$ cat config.mk
export PLATFORM = sky130hd
export DESIGN_NAME = fetch_stage
export DESIGN_NICKNAME = d
export VERILOG_FILES = /design/src/rtl/pipeline_pkg.sv /design/src/rtl/fetch_stage.sv
export SDC_FILE = /design/constraint.sdc
export NUM_CORES = 1
export LEC_CHECK = 0
export BUFFER_PORTS_ARGS = -buffer_cell sky130_fd_sc_hd__buf_2
export CAP_MARGIN = 20
export CORE_ASPECT_RATIO = 2
export CORE_MARGIN = 4
export CORE_UTILIZATION = 55
export CTS_BUF_LIST = sky130_fd_sc_hd__clkbuf_16
export CTS_CLUSTER_DIAMETER = 150
export DETAILED_ROUTE_END_ITERATION = 12
export HOLD_SLACK_MARGIN = 0.12
export PLACE_DENSITY = 0.87
export SLEW_MARGIN = 30
export SYNTH_ARGS = -nofsm -noshare
export SYNTH_HDL_FRONTEND = slang
export SYNTH_SLANG_ARGS = --single-unit
$ cat constraint.sdc
create_clock -name clk -period 2.5 [get_ports clk]
set_clock_uncertainty 0.05 [all_clocks]
set_input_delay 0.25 -clock clk [delete_from_list [all_inputs] [get_ports clk]]
set_output_delay 0.25 -clock clk [all_outputs]
set_load 0.03 [all_outputs]
$ cat src/rtl/pipeline_pkg.sv
// Shared pipeline constants, fetch FSM state encoding and the FD register layout.
package pipeline_pkg;

  localparam logic [31:0] RESET_PC  = 32'h0000_0000;
  localparam logic [31:0] NOP_INSTR = 32'h0000_0013;

  typedef enum logic [1:0] {
    S_REQ  = 2'd0,
    S_HOLD = 2'd1,
    S_KILL = 2'd2
  } fetch_state_t;

  typedef struct packed {
    logic [31:0] instr;
    logic [31:0] pc;
    logic [31:0] pc_plus4;
    logic        valid;
  } fd_t;

  function automatic fd_t fd_bubble();
    fd_t b;
    b.instr    = NOP_INSTR;
    b.pc       = 32'h0;
    b.pc_plus4 = 32'h0;
    b.valid    = 1'b0;
    return b;
  endfunction

endpackage

$ cat src/rtl/fetch_stage.sv
// Instruction fetch with FD register; one instr/cycle on zero-wait memory, word visible in FD one edge after ack.
// StallD parks an acked word in a hold buffer with req low; a redirect with a request in flight drains the stale ack first.
module fetch_stage
  import pipeline_pkg::*;
(
  input  logic        clk,
  input  logic        rst_n,
  input  logic        StallD,
  input  logic        FlushD,
  input  logic        PCSrcE,
  input  logic [31:0] PCTargetE,
  output logic        imem_req,
  output logic [31:0] imem_addr,
  input  logic        imem_ack,
  input  logic [31:0] imem_rdata,
  output logic [31:0] InstrD,
  output logic [31:0] PCD,
  output logic [31:0] PCPlus4D,
  output logic        ValidD
);

  fetch_state_t state, state_nxt;
  logic [31:0]  pcf, pcf_nxt;
  logic [31:0]  redir_pc, redir_nxt;
  logic [31:0]  hold_buf, hold_nxt;
  fd_t          fd_q, fd_nxt;
  logic [31:0]  pcf_plus4;
  logic         deliver;
  logic [31:0]  deliver_instr;

  assign pcf_plus4 = pcf + 32'd4;

  always_ff @(posedge clk or negedge rst_n) begin
    if (!rst_n) begin
      state    <= S_REQ;
      pcf      <= RESET_PC;
      redir_pc <= 32'h0;
      hold_buf <= 32'h0;
      fd_q     <= fd_bubble();
    end else begin
      state    <= state_nxt;
      pcf      <= pcf_nxt;
      redir_pc <= redir_nxt;
      hold_buf <= hold_nxt;
      fd_q     <= fd_nxt;
    end
  end

  always_comb begin
    state_nxt     = state;
    pcf_nxt       = pcf;
    redir_nxt     = redir_pc;
    hold_nxt      = hold_buf;
    deliver       = 1'b0;
    deliver_instr = hold_buf;
    case (state)
      S_REQ: begin
        if (imem_ack) begin
          if (PCSrcE) begin
            pcf_nxt = PCTargetE;
          end else if (StallD) begin
            hold_nxt  = imem_rdata;
            state_nxt = S_HOLD;
          end else begin
            deliver       = 1'b1;
            deliver_instr = imem_rdata;
            pcf_nxt       = pcf_plus4;
          end
        end else if (PCSrcE) begin
          redir_nxt = PCTargetE;
          state_nxt = S_KILL;
        end
      end
      S_HOLD: begin
        if (PCSrcE) begin
          pcf_nxt   = PCTargetE;
          state_nxt = S_REQ;
        end else if (!StallD) begin
          deliver   = 1'b1;
          pcf_nxt   = pcf_plus4;
          state_nxt = S_REQ;
        end
      end
      S_KILL: begin
        // The address stays on the old PC until the in-flight ack retires it.
        if (PCSrcE) redir_nxt = PCTargetE;
        if (imem_ack) begin
          pcf_nxt   = PCSrcE ? PCTargetE : redir_pc;
          state_nxt = S_REQ;
        end
      end
      default: state_nxt = S_REQ;
    endcase
  end

  always_comb begin
    fd_nxt = fd_bubble();
    if (FlushD) begin
      fd_nxt = fd_bubble();
    end else if (StallD) begin
      fd_nxt = fd_q;
    end else if (deliver) begin
      fd_nxt.instr    = deliver_instr;
      fd_nxt.pc       = pcf;
      fd_nxt.pc_plus4 = pcf_plus4;
      fd_nxt.valid    = 1'b1;
    end
  end

  assign imem_req  = rst_n && ((state == S_REQ) || (state == S_KILL));
  assign imem_addr = pcf;
  assign InstrD    = fd_q.instr;
  assign PCD       = fd_q.pc;
  assign PCPlus4D  = fd_q.pc_plus4;
  assign ValidD    = fd_q.valid;

endmodule

==> metrics.md, run 1 <==
| Metric | Value |
|---|---|
| Post-synthesis cell type count | 55 |
| Vias in the first global route | 8,221 |
| Net count after synthesis | 916 |
| Run status | completed |
| LEAKAGE | 5.48 nW |
| Critical Path AT | 2.65 ns |
| Ports | 200 |
| Syn_area_per_cell | 10.8 um2 |
| CP Max Fanout | 51 |
| Share of layout cells above drive strength 1 | 0.318 |
| Full die area | 18,900 um2 |
| Dpl cell area | 10,500 um2 |
| Fmax achieved | 0.429 GHz |
| Worst Path Required | 2.82 ns |
| # port buffers | 199 |
| DRT iter0 DRCs | 515 |
| Clock Tree Root | clkbuf_16 |
| Drt wl/cell | 19.9 um |
| CTS tree | built |
| GP Congestion | 0.942 |
| Final worst slack | 0.169 ns |
| H-tree Lvls | 4 |
| Starting Density | 0.562 |
| Final non-filler cell total | 1,321 |
| Area grow syn2layout | 28.6% |
| Gr ovfl total | 0 |
| Net Sw Power | 2.81 mW |
| # diodes | 0 |
| Post-synth EDFFs | 0 |
| Die width | 99.2 um |
| Crit path launch type | input port |
| Post-synth top area cell | dfrtp_1 |
| Tot GR Track Use | 0.282 |
| RSZ-0062 raised after global routing | no |
| Clock Power Share | 0.308 |
| Rows | 66 |
| Max clock buf depth | 2 |
| Yosys reg bits | 193 |
| Dpl cells | 1,222 |
| Asr flop ratio synth | 1.00 |
| Post-CTS setup buffers | 0 |
| Min cycle time layout | 2.33 ns |
| Worst Setup End Kind | register |
| Setup_tns | 0 ns |
| Slew Limit Headroom | 0.547 |
| Total wire length | 26,300 um |
| Worst-Skew Late Latency | 0.44 ns |
| Worst-Margin Slew | 0.673 ns |
| Hold WS | 0.153 ns |
| Pre-CTS setup slack | 0.244 ns |
| Final instance area | 11,800 um2 |
| Most common cell after layout, fill and taps aside | buf_2 |
| Max-cap check violation count | 0 |
| Cts repair resizes | 0 |
| Hold WC Path Type | in -> reg |
| DR DRC count | 0 |
| Core footprint | 16,300 um2 |
| Commonest register cell after synthesis | dfrtp_1 |
| Number of buffers created by CTS | 17 |
| Power Density | 726 nW/um2 |
| Synth top area cells | dfrtp_1, mux2_2, mux2i_1, nand2_1, o21ai_0 |
| Final setup fails | 0 |
| Reg clk slew, reported paths | 0.07 ns |
| Final core occ | 0.722 |
| Overall power | 8.53 mW |
| Via Count | 7,884 |
| Die height | 190 um |
| Cts hold-fix bufs | 67 |
| Initial antenna violation count | 0 |
| Post-synthesis cell area | 9140 um2 |
| Cell internal pwr | 5.72 mW |
| WS Path Type | in -> reg |
| Yosys top cell area share | 0.520 |
| First-pass GRT wire length | 42,100 um |
| Largest net degree at the start of global routing | 109 |
| Seq/Total Area, Yosys | 0.529 |
| Nets@finish | 1,175 |
| Cells after Synth | 845 |
| Slew Viols, Final | 0 |
| Net Sw Frac | 0.330 |
| Final Hold Viols | 0 |
| Clock Sinks | 193 |
| Drt pass-1 iters | 7 |
| Sequential fraction of design power | 0.456 |
| Via/cell ratio | 5.97 |
| Most frequent cells in the layout | buf_2, dfrtp_1, nand2_1 |
| YS warnings | 0 |
| ANT nets after route | 0 |
| Combinational fraction of design power | 0.236 |
| Peak supply drop | 0.000526 V |
| Period utilization | 0.932 |
| Hpwl dp | 18,500 um |
[cells in the mapped netlist, drive strengths merged (2+ instances only)]
master and n:
dfrtp 190, nand2 107, o21ai 76, mux2 67, mux2i 44, clkbuf 41
buf 29, a22o 25, o211ai 22, nand2b 19, nand3 18, nand4 16
nor3 16, nor2 14, nor4 14, and2 13, xnor2 13, a221o 10
inv 10, a21oi 9, or3 8, a21o 7, a31oi 7, and4 7
o311ai 6, and3 5, or4 5, a221oi 4, nor2b 4, o22ai 4
o2bb2ai 4, o311a 4, a211oi 3, a311oi 3, dfstp 3, nand4b 3
or2 3, a211o 2, nor3b 2, o41ai 2
[flip-flops by register name, indices dropped and copies added (netlist names)]
register	count
state	2
InstrD	32
PCD	32
hold_buf	32
redir_pc	32
ValidD	1
PCPlus4D	30
imem_addr	32
[cell families (layout without fill, tap and decap cells)]
| family | count (synthesis) | in the layout | synth area share |
|---|---|---|---|
| muxes | 111 | 111 | 0.131 |
| DFF | 193 | 193 | 0.529 |
| AOI/OAI and AO/OA | 191 | 191 | 0.143 |
| adders and majority gates | 1 | 1 | 0.00137 |
| buffers and inverters | 80 | 352 | 0.0389 |
| xor gates and xnor gates | 14 | 14 | 0.0134 |
| and+or+nand+nor | 255 | 255 | 0.144 |
[final cells by class]
class | instances | area (um2)
fill | 1154 | 4520
sequential | 193 | 4830
multi-input combinational | 572 | 4000
clock inverter | 15 | 135
tap | 204 | 255
clock buffer | 17 | 425
timing repair buffer | 310 | 2070
inverter | 10 | 37.5
[power by group through the flow]
stage / logic [mW] / clock network, mW / registers [mW]
2_1_floorplan: 0.945 / 0 / 4.17
3_3_place_gp: 1.86 / 0 / 3.90
3_5_place_dp: 1.91 / 0 / 3.93
4_1_cts: 2.00 / 2.68 / 3.88
5_1_grt: 2.16 / 2.80 / 3.94
6_report: 2.01 / 2.63 / 3.89
[final timing paths]
kind                       cells past startpoint                      start  slack, ns                   endpoint
max                                            7                     PCSrcE       0.17   PCPlus4D[20]$_DFFE_PN0P_
min                                            2                     StallD       0.15       state[0]$_DFFE_PN0P_
max reg2reg                                    4  imem_addr[15]$_DFFE_PN0P_       0.18  imem_addr[29]$_DFFE_PN0P_
min reg2reg                                    1        PCD[20]$_DFFE_PN0P_       0.42        PCD[20]$_DFFE_PN0P_
max in group asynchronous                      3                      rst_n       1.24    hold_buf[8]$_DFFE_PN0P_
min in group asynchronous                      2                      rst_n       0.24         PCD[1]$_DFFE_PN0P_
[worst max-delay path, cell delays in order]
cell and delay, ns:
dlygate4sd3_1 0.52, buf_2 0.14, or2_4 0.25, or4_2 0.68
buf_4 0.31, nor4_1 0.32, a221o_1 0.15
[metal layers]
| metal | wire [um] | GRT usage |
|---|---|---|
| met5 | 0 | 0 |
| met4 | 1490 | 0.170 |
| met3 | 1590 | 0.0553 |
| met2 | 13600 | 0.485 |
| met1 | 9670 | 0.318 |
Power figures use the tool's default switching activity.
==> inputs of run 2 (changes only) <==
--- a/config.mk
+++ b/config.mk
@@ -14,7 +14,7 @@
 export CTS_CLUSTER_DIAMETER = 150
 export DETAILED_ROUTE_END_ITERATION = 12
 export HOLD_SLACK_MARGIN = 0.12
-export PLACE_DENSITY = 0.87
+export PLACE_DENSITY = 0.81
 export SLEW_MARGIN = 30
 export SYNTH_ARGS = -nofsm -noshare
 export SYNTH_HDL_FRONTEND = slang
==> metrics.md, run 2 (synthesis gave the netlist of run 1 again) <==
| Metric | Value |
|---|---|
| Run status | completed |
| Max clock buf depth | 2 |
| First-pass GRT wire length | 42,500 um |
| WP depth | 7 |
| R2r endpoint | imem_addr[29]$_DFFE_PN0P_ |
| Die width | 99.2 um |
| Initial antenna violation count | 0 |
| WP buf/inv | 5 |
| Total wire length | 26,100 um |
| Final instance area | 11,700 um2 |
| Number of buffers created by CTS | 17 |
| Pre-CTS setup slack | 0.219 ns |
| Critical-path cell list | dlygate4sd3_1, buf_2, buf_4, inv_1, a211oi_4, buf_4, mux2_2 |
| WS Path Type | in -> reg |
| Final setup fails | 0 |
| Reg2Reg Setup Slack | 0.23 ns |
| Max-cap check violation count | 0 |
| Largest net degree at the start of global routing | 103 |
| Share of layout cells above drive strength 1 | 0.314 |
| Worst Setup End Kind | register |
| Reg-to-reg startpoint | imem_addr[21]$_DFFE_PN0P_ |
| Tot GR Track Use | 0.282 |
| RSZ-0062 raised after global routing | no |
| Worst Path Required | 2.76 ns |
| Power Density | 719 nW/um2 |
| Final Hold Viols | 0 |
| DRT iter0 DRCs | 476 |
| Clock Sinks | 193 |
| GP Congestion | 0.934 |
| R2R depth | 4 |
| # diodes | 0 |
| Crit path max-delay family | buffers and inverters |
| Final non-filler cell total | 1,318 |
| CP endpoint | redir_pc[4]$_DFFE_PN0P_ |
| Via/cell ratio | 5.94 |
| Post-CTS setup buffers | 0 |
| Worst-Skew Late Latency | 0.43 ns |
| Final worst slack | 0.104 ns |
| Via Count | 7,824 |
| Most used cell, CP | buf_4 |
| Critical-path top delay cell | dlygate4sd3_1 |
| Reg clk slew, reported paths | 0.06 ns |
| Final core occ | 0.720 |
| Core footprint | 16,300 um2 |
| Drt wl/cell | 19.8 um |
| Critical Path AT | 2.65 ns |
| ANT nets after route | 0 |
| CP peak stage delay | 0.51 ns |
| Crit path launch type | input port |
| Hpwl dp | 18,200 um |
| H-tree Lvls | 4 |
| Most frequent cells in the layout | buf_2, dfrtp_1, nand2_1 |
| Drt pass-1 iters | 6 |
| Gr ovfl total | 0 |
| # port buffers | 199 |
| Rows | 66 |
| Dpl cells | 1,220 |
| Slew Viols, Final | 0 |
| Slew Limit Headroom | 0.452 |
| Nets@finish | 1,173 |
| Hold WC Path Type | in -> reg |
| Peak supply drop | 0.000389 V |
| Cts hold-fix bufs | 67 |
| Full die area | 18,900 um2 |
| LEAKAGE | 5.48 nW |
| Worst-Margin Slew | 0.822 ns |
| Setup_tns | 0 ns |
| Vias in the first global route | 8,093 |
| Period utilization | 0.958 |
| Critical Path Start | PCSrcE |
| Area grow syn2layout | 28.1% |
| Most common cell after layout, fill and taps aside | buf_2 |
| Ports | 200 |
| CP Max Fanout | 62 |
| Dpl cell area | 10,500 um2 |
| Min cycle time layout | 2.40 ns |
| Cts repair resizes | 0 |
| Fmax achieved | 0.417 GHz |
| CTS tree | built |
| Starting Density | 0.562 |
| DR DRC count | 0 |
| Die height | 190 um |
| Clock Tree Root | clkbuf_16 |
## run 2: through the flow
stage | total power, mW | hold slack [ns]
6_report | 8.42 | 0.173
5_1_grt | 8.83 | 0.164
4_1_cts | 8.47 | 0.150
3_5_place_dp | 5.83 | 0.183
3_3_place_gp | 5.76 | 0.175
2_1_floorplan | 5.11 | -0.0956
## run 2: worst register-to-register path: cells and delay by family (launching register included)
kind | cells | cell delay (ns)
simple gates | 2 | 0.99
compound gates | 2 | 0.63
flops | 1 | 0.47
## run 2: worst min path at each step
stage / startpoint / to / slack (ns) / depth (start not counted)
final: StallD / state[0]$_DFFE_PN0P_ / 0.17 / 2
after global routing: StallD / state[0]$_DFFE_PN0P_ / 0.16 / 2
after CTS: StallD / state[0]$_DFFE_PN0P_ / 0.15 / 2
after detailed placement: rst_n / PCD[1]$_DFFE_PN0P_ / 0.18 / 1
after global placement: rst_n / imem_addr[0]$_DFFE_PN0P_ / 0.18 / 1
after floorplan: rst_n / InstrD[10]$_DFFE_PN0P_ / -0.1 / 0
## run 2: per-layer routing
metal	up-vias	track usage	part of all wire
met2	317	0.490	0.53
met1	3834	0.339	0.38
met4	0	0.134	0.041
met5	-	0	0
met3	79	0.0414	0.053
li1	3594	-	-
## run 2: layout make-up
class | instances | area, um2
Timing Repair Buffer | 308 | 2040
Tap cell | 204 | 255
Clock inverter | 14 | 119
Multi-Input combinational cell | 572 | 4000
Clock buffer | 17 | 425
Inverter | 10 | 37.5
Sequential cell | 193 | 4830
Fill cell | 1200 | 4560
## run 2: where the power goes
group          leakage [nW]  total (mW)  switching, mW  internal, mW
sequential             2.47        3.91          0.389          3.52
clock                 0.275        2.54           1.18          1.37
combinational          2.74        1.97           1.17         0.802
total                  5.48        8.42           2.74          5.69
==> inputs of run 3 (changes only) <==
--- a/config.mk
+++ b/config.mk
@@ -5,7 +5,7 @@
 export SDC_FILE = /design/constraint.sdc
 export NUM_CORES = 1
 export LEC_CHECK = 0
-export BUFFER_PORTS_ARGS = -buffer_cell sky130_fd_sc_hd__buf_2
+export BUFFER_PORTS_ARGS = -buffer_cell sky130_fd_sc_hd__clkbuf_2
 export CAP_MARGIN = 20
 export CORE_ASPECT_RATIO = 2
 export CORE_MARGIN = 4
==> metrics.md, run 3 (synthesis gave the netlist of run 1 again) <==
| Metric | Value |
|---|---|
| Run status | completed |
| Via/cell ratio | 6.00 |
| Total wire length | 26,100 um |
| Peak supply drop | 0.000597 V |
| Starting Density | 0.562 |
| Fmax achieved | 0.421 GHz |
| Slew Viols, Final | 0 |
| Min cycle time layout | 2.38 ns |
| Net Sw Frac | 0.336 |
| Period utilization | 0.951 |
| Area grow syn2layout | 28.9% |
| Hold WC Path Type | in -> reg |
| CP peak stage delay | 0.73 ns |
| Rows | 66 |
| Nets@finish | 1,177 |
| Clock Tree Root | clkbuf_16 |
| Full die area | 18,900 um2 |
| Final setup fails | 0 |
| Tot GR Track Use | 0.280 |
| WS Path Type | in -> reg |
| CTS tree | built |
| Hpwl dp | 18,200 um |
| # port buffers | 199 |
| Drt pass-1 iters | 5 |
| Worst-Skew Late Latency | 0.43 ns |
| Crit path max-delay family | buffers and inverters |
| Largest net degree at the start of global routing | 106 |
| Vias in the first global route | 8,033 |
| Combinational fraction of design power | 0.231 |
| ANT nets after route | 0 |
| Net Sw Power | 2.86 mW |
| Max clock buf depth | 2 |
| Register area | 4830 um2 |
| CP Max Fanout | 47 |
| Via Count | 7,940 |
| Multi-input logic area | 4000 um2 |
| Number of buffers created by CTS | 17 |
| Initial antenna violation count | 0 |
| Worst Path Required | 2.82 ns |
| GP Congestion | 0.953 |
| Post-CTS setup buffers | 0 |
| Critical-path top delay cell | or4_2 |
| Gr ovfl total | 0 |
| WP buf/inv | 3 |
| Setup_tns | 0 ns |
| Critical-path cell list | dlygate4sd3_1, clkbuf_2, or2_4, or4_2, buf_4, a311oi_1, a221o_1 |
| Power Density | 722 nW/um2 |
| Most frequent cells in the layout | clkbuf_2, dfrtp_1, nand2_1 |
| Die height | 190 um |
| Worst Setup End Kind | register |
| Clock Sinks | 193 |
| Clock Power Share | 0.309 |
| Filler cells | 1,157 |
| Max-cap check violation count | 0 |
| Worst-Margin Slew | 0.889 ns |
| H-tree Lvls | 4 |
| Critical Path AT | 2.69 ns |
| Ports | 200 |
| RSZ-0062 raised after global routing | no |
| Cell internal pwr | 5.64 mW |
| Final core occ | 0.724 |
| DRT iter0 DRCs | 557 |
| Final Hold Viols | 0 |
| Slew Limit Headroom | 0.405 |
| Most common cell after layout, fill and taps aside | clkbuf_2 |
| Overall power | 8.50 mW |
| Share of layout cells above drive strength 1 | 0.320 |
| Core footprint | 16,300 um2 |
| DR DRC count | 0 |
| Crit path launch type | input port |
| Sequential fraction of design power | 0.460 |
| Die width | 99.2 um |
| Reg clk slew, reported paths | 0.07 ns |
| LEAKAGE | 5.44 nW |
| First-pass GRT wire length | 42,000 um |
| Drt wl/cell | 19.7 um |
## run 3: changes by cell type in the layout (fill, tap and decap cells not counted), sizes merged
cell,change
buf,-194
clkbuf,+198
inv,+3
clkinv,-1
diode,+1
bufinv,-1
## run 3: worst paths after layout
check | from | end | slack, ns | cells past startpoint
worst max-delay path | PCSrcE | PCPlus4D[25]$_DFFE_PN0P_ | 0.12 | 7
worst min-delay path | StallD | state[0]$_DFFE_PN0P_ | 0.17 | 2
worst max register to register | state[1]$_DFFE_PN0P_ | PCPlus4D[25]$_DFFE_PN0P_ | 0.19 | 5
worst min register to register | PCD[28]$_DFFE_PN0P_ | PCD[28]$_DFFE_PN0P_ | 0.43 | 1
max in group asynchronous | rst_n | InstrD[0]$_DFFE_PN1P_ | 1.52 | 3
min in group asynchronous | rst_n | PCPlus4D[3]$_DFFE_PN0P_ | 0.42 | 3
## run 3: layer usage
metal	up-vias	GRT usage	part of all wire
li1	3604	-	-
met1	3858	0.336	0.37
met2	374	0.467	0.51
met3	104	0.0443	0.059
met4	0	0.174	0.062
met5	-	0	0
## run 3: area by class of cell
class                      instances  share of cell area
antenna                            1            0.000212
clock buffer                      17              0.0361
clock inverter                    15              0.0123
inverter                          10             0.00319
multi-input combinational        572               0.339
sequential                       193               0.410
tap                              204              0.0217
timing repair buffer             312               0.177
## run 3: stage by stage
step	setup WS [ns]	cell area (um2)	std cells	hold slack (ns)
final	0.123	11800	1324	0.172
after global routing	0.0151	11800	1323	0.186
after CTS	0.171	11800	1323	0.154
after detailed placement	0.240	10500	1224	0.326
after global placement	0.264	10500	1224	0.325
after floorplan	0.240	9140	845	-0.0956
## run 3: what timing repair did
action                                 CTS  global route
hold buffers                            67             0
gates resized for setup                  0             0
endpoints found under the hold margin  290             0
## run 3: power by group through the flow
stage | registers (mW) | clock network, mW | logic [mW]
after global routing | 3.97 | 2.81 | 2.12
after floorplan | 4.17 | 0 | 0.945
after detailed placement | 3.96 | 0 | 1.87
final | 3.91 | 2.62 | 1.97
after CTS | 3.90 | 2.67 | 1.97
after global placement | 3.93 | 0 | 1.83
